## src/rtl/decoder_seq.sv

```systemverilog
// Sequenced N-to-2**N decoder with LEVEL, one-shot PULSE and rotating SCAN modes.
// All outputs except in_ready/busy are registered. in_ready/busy decode the state register directly.
module decoder_seq #(
  parameter int unsigned N         = 2,
  parameter int unsigned PULSE_LEN = 1,
  parameter int unsigned DWELL     = 4
) (
  input  logic              clk,
  input  logic              rst_n,
  input  logic              ena,
  input  logic [1:0]        mode,
  input  logic              in_valid,
  input  logic [N-1:0]      in,
  output logic              in_ready,
  output logic [2**N-1:0]   out,
  output logic [N-1:0]      idx,
  output logic              busy
);

  localparam int unsigned M  = 2**N;
  localparam int unsigned PW = $clog2(PULSE_LEN) + 1;
  localparam int unsigned DW = $clog2(DWELL) + 1;

  localparam logic [1:0] MODE_LEVEL = 2'b00;
  localparam logic [1:0] MODE_PULSE = 2'b01;
  localparam logic [1:0] MODE_SCAN  = 2'b10;

  typedef enum logic [1:0] {
    S_IDLE  = 2'b00,
    S_PULSE = 2'b01,
    S_SCAN  = 2'b10
  } state_t;

  state_t          state_q;
  state_t          state_d;
  logic [M-1:0]    out_d;
  logic [N-1:0]    idx_d;
  logic [PW-1:0]   pulse_cnt;
  logic [PW-1:0]   pulse_cnt_d;
  logic [DW-1:0]   dwell_cnt;
  logic [DW-1:0]   dwell_cnt_d;
  logic            accept_c;
  logic            pulse_last_c;
  logic            dwell_last_c;
  logic [N-1:0]    idx_next_c;

  function automatic logic [M-1:0] decode(input logic [N-1:0] sel);
    decode = M'(1) << sel;
  endfunction

  assign accept_c     = ena & in_valid;
  assign pulse_last_c = (pulse_cnt == '0);
  assign dwell_last_c = (dwell_cnt == DW'(DWELL - 1));
  assign idx_next_c   = idx + N'(1);

  // State register
  always_ff @(posedge clk or negedge rst_n) begin
    if (!rst_n) begin
      state_q <= S_IDLE;
    end else begin
      state_q <= state_d;
    end
  end

  // Next-state logic; mode only matters at the accepting edge
  always_comb begin
    state_d = state_q;
    case (state_q)
      S_IDLE: begin
        if (accept_c) begin
          if (mode == MODE_PULSE) begin
            state_d = S_PULSE;
          end else if (mode == MODE_SCAN) begin
            state_d = S_SCAN;
          end
        end
      end
      S_PULSE: begin
        if (!ena || pulse_last_c) begin
          state_d = S_IDLE;
        end
      end
      S_SCAN: begin
        if (!ena) begin
          state_d = S_IDLE;
        end
      end
      default: state_d = S_IDLE;
    endcase
  end

  // Output / counter next values; out defaults to zero so any exit path clears it
  always_comb begin
    out_d       = '0;
    idx_d       = idx;
    pulse_cnt_d = pulse_cnt;
    dwell_cnt_d = dwell_cnt;
    case (state_q)
      S_IDLE: begin
        case (mode)
          MODE_LEVEL: begin
            idx_d = in;
            out_d = ena ? decode(in) : '0;
          end
          MODE_PULSE: begin
            if (accept_c) begin
              idx_d       = in;
              out_d       = decode(in);
              pulse_cnt_d = PW'(PULSE_LEN - 1);
            end
          end
          MODE_SCAN: begin
            if (accept_c) begin
              idx_d       = in;
              out_d       = decode(in);
              dwell_cnt_d = '0;
            end
          end
          default: begin
            out_d = '0;
          end
        endcase
      end
      S_PULSE: begin
        if (ena && !pulse_last_c) begin
          out_d       = out;
          pulse_cnt_d = pulse_cnt - PW'(1);
        end else begin
          pulse_cnt_d = '0;
        end
      end
      S_SCAN: begin
        if (ena) begin
          if (dwell_last_c) begin
            dwell_cnt_d = '0;
            idx_d       = idx_next_c;
            out_d       = decode(idx_next_c);
          end else begin
            dwell_cnt_d = dwell_cnt + DW'(1);
            out_d       = out;
          end
        end else begin
          dwell_cnt_d = '0;
        end
      end
      default: begin
        out_d = '0;
      end
    endcase
  end

  // Datapath registers; async reset clears out without waiting for an edge
  always_ff @(posedge clk or negedge rst_n) begin
    if (!rst_n) begin
      out       <= '0;
      idx       <= '0;
      pulse_cnt <= '0;
      dwell_cnt <= '0;
    end else begin
      out       <= out_d;
      idx       <= idx_d;
      pulse_cnt <= pulse_cnt_d;
      dwell_cnt <= dwell_cnt_d;
    end
  end

  assign in_ready = (state_q == S_IDLE);
  assign busy     = (state_q != S_IDLE);

endmodule

```

## config.mk

```make
export PLATFORM = sky130hd
export DESIGN_NAME = decoder_seq
export DESIGN_NICKNAME = d
export VERILOG_FILES = /design/src/rtl/decoder_seq.sv
export SDC_FILE = /design/constraint.sdc
export NUM_CORES = 1
export LEC_CHECK = 0
export ABC_AREA = 1
export BUFFER_PORTS_ARGS = -buffer_cell sky130_fd_sc_hd__buf_4
export CAP_MARGIN = 20
export CELL_PAD_IN_SITES_DETAIL_PLACEMENT = 1
export CELL_PAD_IN_SITES_GLOBAL_PLACEMENT = 1
export CORE_ASPECT_RATIO = 1.1
export CORE_UTILIZATION = 42
export DETAILED_ROUTE_END_ITERATION = 6
export PLACE_DENSITY_LB_ADDON = 0.12
export SETUP_SLACK_MARGIN = 0.2
export SLEW_MARGIN = 20
export SYNTH_ARGS = -nofsm -noshare
export SYNTH_HDL_FRONTEND = slang
export SYNTH_SLANG_ARGS = --single-unit
```

## constraint.sdc

```tcl
create_clock -name clk -period 2.9 [get_ports clk]
set_input_delay 0.29 -clock clk [delete_from_list [all_inputs] [get_ports clk]]
set_output_delay 0.29 -clock clk [all_outputs]
set_load 0.005 [all_outputs]
```

==> results of run 1 <==
per-stage QoR:
step / util (%) / hold WS [ps] / setup WS (ps)
after floorplan: - / -5.59 / 1780
after global placement: 50.9 / 139 / 1590
after detailed placement: 50.9 / 141 / 1550
after CTS: 52.5 / 382 / 1250
after global routing: 52.5 / 401 / 1140
final: 52.5 / 376 / 1250
sequential cells by signal, indices dropped and copies added (netlist names):
name	flops
out	4
dwell_cnt	3
idx	2
state_q	2
pulse_cnt	1
area by class of cell:
class / instances / area (sq um)
fillers: 272 / 950
multi-input cells: 91 / 514
flip-flops and latches: 12 / 300
repair buffers: 16 / 123
inverters: 14 / 55.1
well taps: 28 / 35.0
clock buffers: 3 / 22.5
where the power goes:
group          internal, mW  total [mW]  switching (mW)
Clock                0.0481       0.105          0.0571
Combinational         0.158       0.383           0.225
Sequential            0.211       0.273          0.0620
Total                 0.417       0.761           0.344
logic make-up (layout without fill, tap and decap cells):
kind of cell | count (synthesis) | after routing
adders and majority gates | 10 | 10
buffers and inverters | 15 | 33
AOI/OAI and AO/OA | 6 | 6
and+or+nand+nor | 75 | 75
DFF | 12 | 12
layer usage:
| metal | track usage (%) | part of all wire (%) | routed length, um | up-vias |
|---|---|---|---|---|
| met5 | 0 | 0 | 0 | - |
| li1 | - | - | - | 409 |
| met1 | 26.2 | 46 | 922 | 376 |
| met4 | 11.1 | 1.7 | 34 | 0 |
| met2 | 35.2 | 49 | 990 | 18 |
| met3 | 4.03 | 3.3 | 66 | 4 |
worst min-delay path: stages:
cell     delay (ps)
buf_4            90
nand2_1          40
nand2_1          50
nand4_1          80
nand2_1          70
Yosys cell counts (all sizes together):
| master | n | area, sq um |
|---|---|---|
| a21oi | 1 | 5.00 |
| ha | 10 | 125 |
| o211ai | 1 | 12.5 |
| inv | 13 | 51.3 |
| a21boi | 1 | 7.51 |
| nand2 | 51 | 209 |
| clkinv | 1 | 3.75 |
| nand3 | 11 | 67.6 |
| nand4 | 4 | 31.3 |
| o21ai | 3 | 15.0 |
| nor2 | 9 | 41.3 |
| buf | 1 | 11.3 |
| dfrtp | 12 | 300 |
worst paths after layout:
kind,depth (start not counted),startpoint,slack [ps],endpoint
hold reg to reg,2,out[1],490,out[1]
min in group asynchronous,2,rst_n,400,dwell_cnt[2]
hold / removal,5,in[0],380,idx[0]
max in group asynchronous,2,rst_n,2330,idx[1]
setup reg to reg,6,state_q[1],1520,idx[1]
setup / recovery,3,state_q[1],1250,busy
==> impl_metrics.tcl, run 1 <==
set metrics [dict create \
    fin_skew_ps 4.32 \
    syn_area_sq_um 881 \
    place_area_sq_um 1020 \
    place.gp.congestion 0.788 \
    layout.cells.non_filler 164 \
    area_growth_pct 19.2 \
    initial_core_util_pct 44.1 \
    worstSkewPairLatency_ps 270 \
    die_width_um 45.7 \
    num_antenna_cells 0 \
    remaining_drc_errors 0 \
    hold_class "primary input to register" \
    grt_use_total_pct 21.7 \
    setup_viol 0 \
    synthXorXnorAreaFrac_pct 0 \
    path_buf_inv 2 \
    syn-instance-count 118 \
    grt_pass1_wl_um 3540 \
    synth_seq_area_share_pct 34.1 \
    htreeDepth 1 \
    finalPower_uw 761 \
    ys_ff_latch 12 \
    layout-drive-gt1-share_pct 21.3 \
    num_io_pins 16 \
    holdBufCountCts 1 \
    synth_top_family_by_area "simple AND/OR/NAND/NOR gates" \
    cp_slowest_stage_delay_ps 620 \
    grt_pass1_vias 810 \
    slew_headroom_pct 70.2 \
    cts_sinks 12 \
    tns_ps 0 \
    coreArea_sq_um 2000 \
    cts-buffers-inserted 3 \
    post-route-min-period_ps 1650 \
    hold_violations 0 \
    detailed_place_hpwl_um 1610 \
    wl_per_cell_um 12.3 \
    fin_crit_sh_pct 57.0 \
    status "completed" \
    endpoint_kind "primary output" \
    yosys_warnings 0 \
    drt-vias-per-instance 4.92 \
    dr.first_iter.drc_count 8 \
    start_kind "register" \
    crit_family "flip-flops" \
    antenna_found_initial 0 \
    synth_simple_gate_area_share_pct 39.6 \
    synth_nets 136 \
    die-height_um 50.0 \
    worstPathMaxFanout 9 \
    vias 807 \
    mostFrequentLayoutCell "nand2_1" \
    drt_wl_total_um 2020 \
    p_leak_nw 0.614 \
    synth.distinct_cells 20 \
    arrival_ps 1360 \
    rsz0062_at_grt "no" \
    nets 156 \
    cts_buffer_depth 2 \
    port_buffers 15 \
    cts_setup_buffers 0 \
    synth.avg_cell_area_sq_um 7.46 \
    synth_fa_ha_area_share_pct 14.2 \
    rows 17 \
    worstPathRequired_ps 2610 \
    grt_max_degree 13 \
    postRouteAntennaNets 0 \
    post_cts_resized 0 \
    synth_compound_area_share_pct 4.55 \
    p_per_area_nw_per_um2 725 \
    place_inst 160 \
    final_cell_mix "48 x nand2_1, 15 x buf_4, 12 x dfrtp_1, 10 x nand3_1, 10 x ha_1" \
    cts-root-buf "clkbuf_4" \
    fmax_ghz 0.605 \
    dr.pass1.iters 4 \
    drv_cap 0 \
    finalInstanceArea_sq_um 1050 \
    clk_pin_slew_ps 80 \
    path_cells "clkinv_1 -> nand2_1 -> buf_4" \
    fp.dieArea_sq_um 2280 \
    cpMaxStageDelayCell "dfrtp_1" \
    cts_tree "yes" \
    worstSetupPathType "register to primary output" \
    synthMuxAreaShare_pct 0 \
    report.final.slew_viol_count 0 \
    vdd_drop_max_v 0.000467 \
    tightest_slew_ps 447 \
    grt_overflow 0 \
]
(Power assumes the default switching activity.)
==> run 2, diff against run 1 <==
ABC_AREA = 0   (was 1)
CORE_UTILIZATION = 37   (was 42)
clock period = 1.4 ns   (was 2.9 ns; I/O delays follow)
==> impl_metrics.tcl, run 2 <==
set metrics [dict create \
    dr.pass1.iters 3 \
    post-route-min-period_ps 1370 \
    synth_area_leaders "dfrtp_1 35%, ha_1 15%, a221o_1 4.7%" \
    layout.cells.non_filler 140 \
    num_io_pins 16 \
    setup_viol 0 \
    synthFlopType "dfrtp_1" \
    initial_core_util_pct 40.8 \
    area_growth_pct 40.6 \
    syn-instance-count 83 \
    finalInstanceArea_sq_um 1200 \
    grt_pass1_vias 778 \
    grt_use_met1_pct 25.4 \
    coreArea_sq_um 2080 \
    grt_overflow 0 \
    synth_enable_flop_cells 0 \
    endpoint_kind "register" \
    grt_use_total_pct 20.9 \
    postRouteAntennaNets 0 \
    synthMostInstantiatedCell "dfrtp_1" \
    cts_sinks 12 \
    place.gp.congestion 0.772 \
    clk_pin_slew_ps 80 \
    top_regs "out (4), dwell_cnt (3)" \
    start_kind "register" \
    antenna_found_initial 0 \
    vias 743 \
    worstPathMaxFanout 5 \
    detailed_place_hpwl_um 1710 \
    synth_common_cells "12 x dfrtp_1, 10 x ha_1, 7 x inv_1, 6 x a21oi_1" \
    fin_crit_sh_pct 97.7 \
    place_area_sq_um 1030 \
    drt-vias-per-instance 5.31 \
    port_buffers 15 \
    fin_skew_ps 1.34 \
    ys_ff_latch 12 \
    rows 17 \
    hold_violations 0 \
    die-height_um 52.3 \
    finalPower_uw 992 \
    synth.avg_cell_area_sq_um 10.3 \
    cts_tree "yes" \
    dr.first_iter.drc_count 6 \
    hold_class "primary input to register" \
    yosys.area.top_type "dfrtp_1" \
    drt_wl_total_um 2380 \
    use_met3_pct 3.10 \
    num_antenna_cells 0 \
    final_cell_mix "23 x buf_4, 12 x dfrtp_1, 9 x ha_1, 7 x inv_1, 6 x buf_6" \
    syn_area_sq_um 851 \
    synth_seq_area_share_pct 35.3 \
    fmax_ghz 0.731 \
    place_inst 129 \
    synth_top_area_share_pct 35.3 \
    grt_pass1_wl_um 3640 \
    fp.dieArea_sq_um 2500 \
    synth_nets 101 \
    status "completed" \
    mostFrequentLayoutCell "buf_4" \
    synth.distinct_cells 33 \
    p_leak_nw 0.581 \
    vdd_drop_max_v 0.000484 \
    grt_use_met2_pct 36.7 \
    yosys_warnings 0 \
    report.final.slew_viol_count 0 \
    p_per_area_nw_per_um2 829 \
    fillers 249 \
    wl_per_cell_um 17.0 \
    nets 132 \
    grt_max_degree 13 \
    tightest_slew_ps 367 \
    hold-worst-slack_ps 218 \
    slew_headroom_pct 75.3 \
    worstSetupPathType "register to register" \
    worstPathRequired_ps 1560 \
    die_width_um 47.7 \
    drv_cap 0 \
    htreeDepth 1 \
    cts_buffer_depth 2 \
    cts-buffers-inserted 3 \
    worstSkewPairLatency_ps 270 \
    largest_register_ffs 4 \
    cts-root-buf "clkbuf_4" \
    remaining_drc_errors 0 \
    max_flop_register "out" \
    rsz0062_at_grt "yes" \
    layout-drive-gt1-share_pct 42.0 \
    arrival_ps 1530 \
    gr-max-usage-layer "met2" \
    synth-async-reset-ratio_pct 100 \
]
-- run 2: cell count changes in the layout (fill, tap and decap cells not counted), moves of 4 or more --
cell     before  now
nand3_1      10    1
a221o_1       0    4
o21ai_0       0    4
buf_6         0    6
a21oi_1       1    5
nor2_1        8    3
buf_4        15   23
nand2_1      48    2
-- run 2: final cells by class --
cell class	count	area (sq um)	area share, %
Sequential cell	12	300	25.1
Multi-Input combinational cell	59	556	46.4
Tap cell	28	35.0	2.93
Clock buffer	3	22.5	1.88
Timing Repair Buffer	30	250	20.9
Inverter	8	32.5	2.72
-- run 2: timing repair --
action	4_1_cts	5_1_grt
pin swaps	3	4
hold buffers	1	0
hold endpoints to repair	12	0
buffers inserted	5	2
setup endpoints to repair	11	11
gates resized for setup	8	8
-- run 2: worst paths after layout --
path                                   start         end  slack, ps  cells past startpoint
worst max register to register  dwell_cnt[0]      out[1]         30                      4
worst max-delay path            dwell_cnt[0]      out[1]         30                      4
worst min-delay path                     ena  state_q[1]        220                      2
max in group asynchronous              rst_n      idx[0]       1000                      2
worst min register to register     pulse_cnt   pulse_cnt        500                      1
min in group asynchronous              rst_n      out[3]        250                      2
-- run 2: critical path, cell delays in order, from the launching register on --
cell,delay (ps)
dfrtp_1,410
ha_4,170
and3b_4,180
and2_4,160
a221o_1,320
-- run 2: through the flow --
stage               setup WS (ps)  setup TNS (ps)  util, %
floorplan                     122               0        -
global placement            -41.7           -41.7     49.5
detailed placement          -62.7           -62.7     49.5
CTS                          32.9               0     54.4
global route                -8.60           -14.7     57.4
finish                       32.7               0     57.4
-- run 2: report_power, final --
group | switching (mW) | total, mW | internal [mW]
logic | 0.177 | 0.358 | 0.181
clock network | 0.117 | 0.217 | 0.0996
registers | 0.0390 | 0.417 | 0.378
-- run 2: kinds of logic after synthesis --
kind of cell,count (synthesis),share of synthesized area (%)
flip-flops,12,35.3
AO/OA/AOI/OAI,24,19.1
adder cells (fa/ha/maj),10,14.7
buffers and inverters,12,6.77
AND/OR/NAND/NOR,22,20.6
multiplexers,3,3.53
-- run 2: per-layer routing --
layer | vias to the layer above | share of wire [%]
met1 | 368 | 43
met3 | 4 | 2.1
met4 | 0 | 1.8
met2 | 16 | 53
met5 | - | 0
li1 | 355 | -
==> run 3, diff against run 2 <==
ABC_AREA = 1   (was 0)
CORE_UTILIZATION = 35   (was 37)
clock period = 1.1 ns   (was 1.4 ns; I/O delays follow)
==> impl_metrics.tcl, run 3 (same netlist as run 1, synthesis figures left out) <==
set metrics [dict create \
    mostFrequentLayoutCell "nand2_1" \
    layout.cells.non_filler 199 \
    vias 1014 \
    fmax_ghz 0.770 \
    worstPathRequired_ps 1330 \
    fp.dieArea_sq_um 2720 \
    finalInstanceArea_sq_um 1450 \
    initial_core_util_pct 38.0 \
    post-route-min-period_ps 1300 \
    critPathMostFrequentCell "nand2_2" \
    htreeDepth 1 \
    setup_viol 13 \
    num_io_pins 16 \
    max_flop_register "out" \
    path_cells "inv_2 -> buf_6 -> nand3_4 -> inv_4 -> buf_6 -> nand2_2 -> nand2_1 -> nand2_2 -> nand2_2" \
    status "finished, violations left" \
    antenna_found_initial 0 \
    tightest_slew_ps 201 \
    finalPower_mw 3.23 \
    p_per_area_nw_per_um2 2230 \
    report.final.slew_viol_count 0 \
    die-height_um 54.6 \
    grt_overflow 0 \
    rsz0062_at_grt "yes" \
    wl_per_cell_um 17.2 \
    grt_use_total_pct 25.4 \
    fin_skew_ps 6.14 \
    final_cell_mix "35 x nand2_1, 30 x buf_4, 17 x buf_6, 13 x nand2_2" \
    dr.pass1.iters 4 \
    nets 188 \
    vdd_drop_max_v 0.00145 \
    p_leak_nw 0.808 \
    postRouteAntennaNets 0 \
    cp_slowest_stage_delay_ps 450 \
    worstSkewPairLatency_ps 290 \
    cts_sinks 12 \
    detailed_place_hpwl_um 2000 \
    slew_headroom_pct 86.6 \
    area_growth_pct 64.6 \
    layout-drive-gt1-share_pct 50.3 \
    hold_class "primary input to asynchronous set/reset pin" \
    coreArea_sq_um 2320 \
    rows 18 \
    place_inst 180 \
    grt_pass1_wl_um 4830 \
    arrival_ps 1520 \
    place_area_sq_um 1150 \
    drt_wl_total_um 3430 \
    hold_violations 0 \
    num_antenna_cells 0 \
    worstPathMaxFanout 4 \
    grt_max_degree 13 \
    grt_pass1_vias 1028 \
    largest_register_ffs 4 \
    port_buffers 15 \
    fin_crit_sh_pct 118 \
    worstSetupPathType "register to register" \
    fin_ws_ps -199 \
    drv_cap 0 \
    violations "setup timing" \
    drt-vias-per-instance 5.10 \
    remaining_drc_errors 0 \
    endpoint_kind "register" \
    cts-buffers-inserted 3 \
    top_regs "out (4), dwell_cnt (3)" \
    place.gp.congestion 0.752 \
    cts_tree "yes" \
    cts-root-buf "clkbuf_4" \
    clk_pin_slew_ps 80 \
    fin_util_pct 62.5 \
    dp_slack_ps -113 \
    cts_buffer_depth 2 \
    cpMaxStageDelayCell "dfrtp_2" \
    die_width_um 49.8 \
    dr.first_iter.drc_count 13 \
    start_kind "register" \
]
run 3: cell types whose count changed in the layout (fill, tap and decap cells not counted), moves of 4 or more:
cell     change
buf_4        +7
nand3_1      +7
o21ai_0      -4
buf_6       +11
nand2_1     +33
a221o_1      -4
nand2_2     +12
a21oi_1      -5
run 3: worst max-delay path: cells and delay by family, from the launching register on:
family	cells	cell delay, ps
and+or+nand+nor	5	350
DFF	1	450
buffers and inverters	4	420
run 3: power by group:
| group | internal [mW] | total [mW] | switching (mW) |
|---|---|---|---|
| combinational | 1.11 | 2.20 | 1.08 |
| clock | 0.202 | 0.372 | 0.170 |
| sequential | 0.561 | 0.667 | 0.106 |
run 3: metal layers:
layer / share of wire, % / GRT usage [%] / up-vias
met2: 53 / 51.6 / 33
met3: 2.3 / 3.33 / 13
met4: 4.6 / 15.2 / 0
met1: 40 / 24.9 / 495
li1: - / - / 473
met5: 0 / 0 / -
run 3: path summary, 6_finish.rpt:
check | cells past startpoint | endpoint | from | slack (ps)
max | 9 | out[0] | state_q[0] | -200
min | 2 | pulse_cnt | rst_n | 190
max reg2reg | 9 | out[0] | state_q[0] | -200
min reg2reg | 2 | dwell_cnt[1] | dwell_cnt[1] | 490
max in group asynchronous | 2 | state_q[0] | rst_n | 740
min in group clk | 5 | idx[0] | in[0] | 210
run 3: cell type report:
cell class | count | area (sq um)
tap | 30 | 37.5
clock buffer | 4 | 36.3
fill | 287 | 870
multi-input combinational | 91 | 588
sequential | 12 | 303
timing repair buffer | 48 | 427
inverter | 14 | 58.8
run 3: metrics by stage:
stage	setup TNS [ps]	hold WS, ps
after floorplan	-24.7	-186
after global placement	-563	-40.0
after detailed placement	-808	-38.5
after CTS	-1190	191
after global routing	-2490	201
final	-1910	188
run 3: repair_timing:
item                       in CTS  in global routing
hold endpoints to repair       12                  0
hold buffers                    1                  0
resized for setup              30                 13
pin swaps                       6                  4
setup endpoints to repair      20                 20
buffers inserted               10                  4
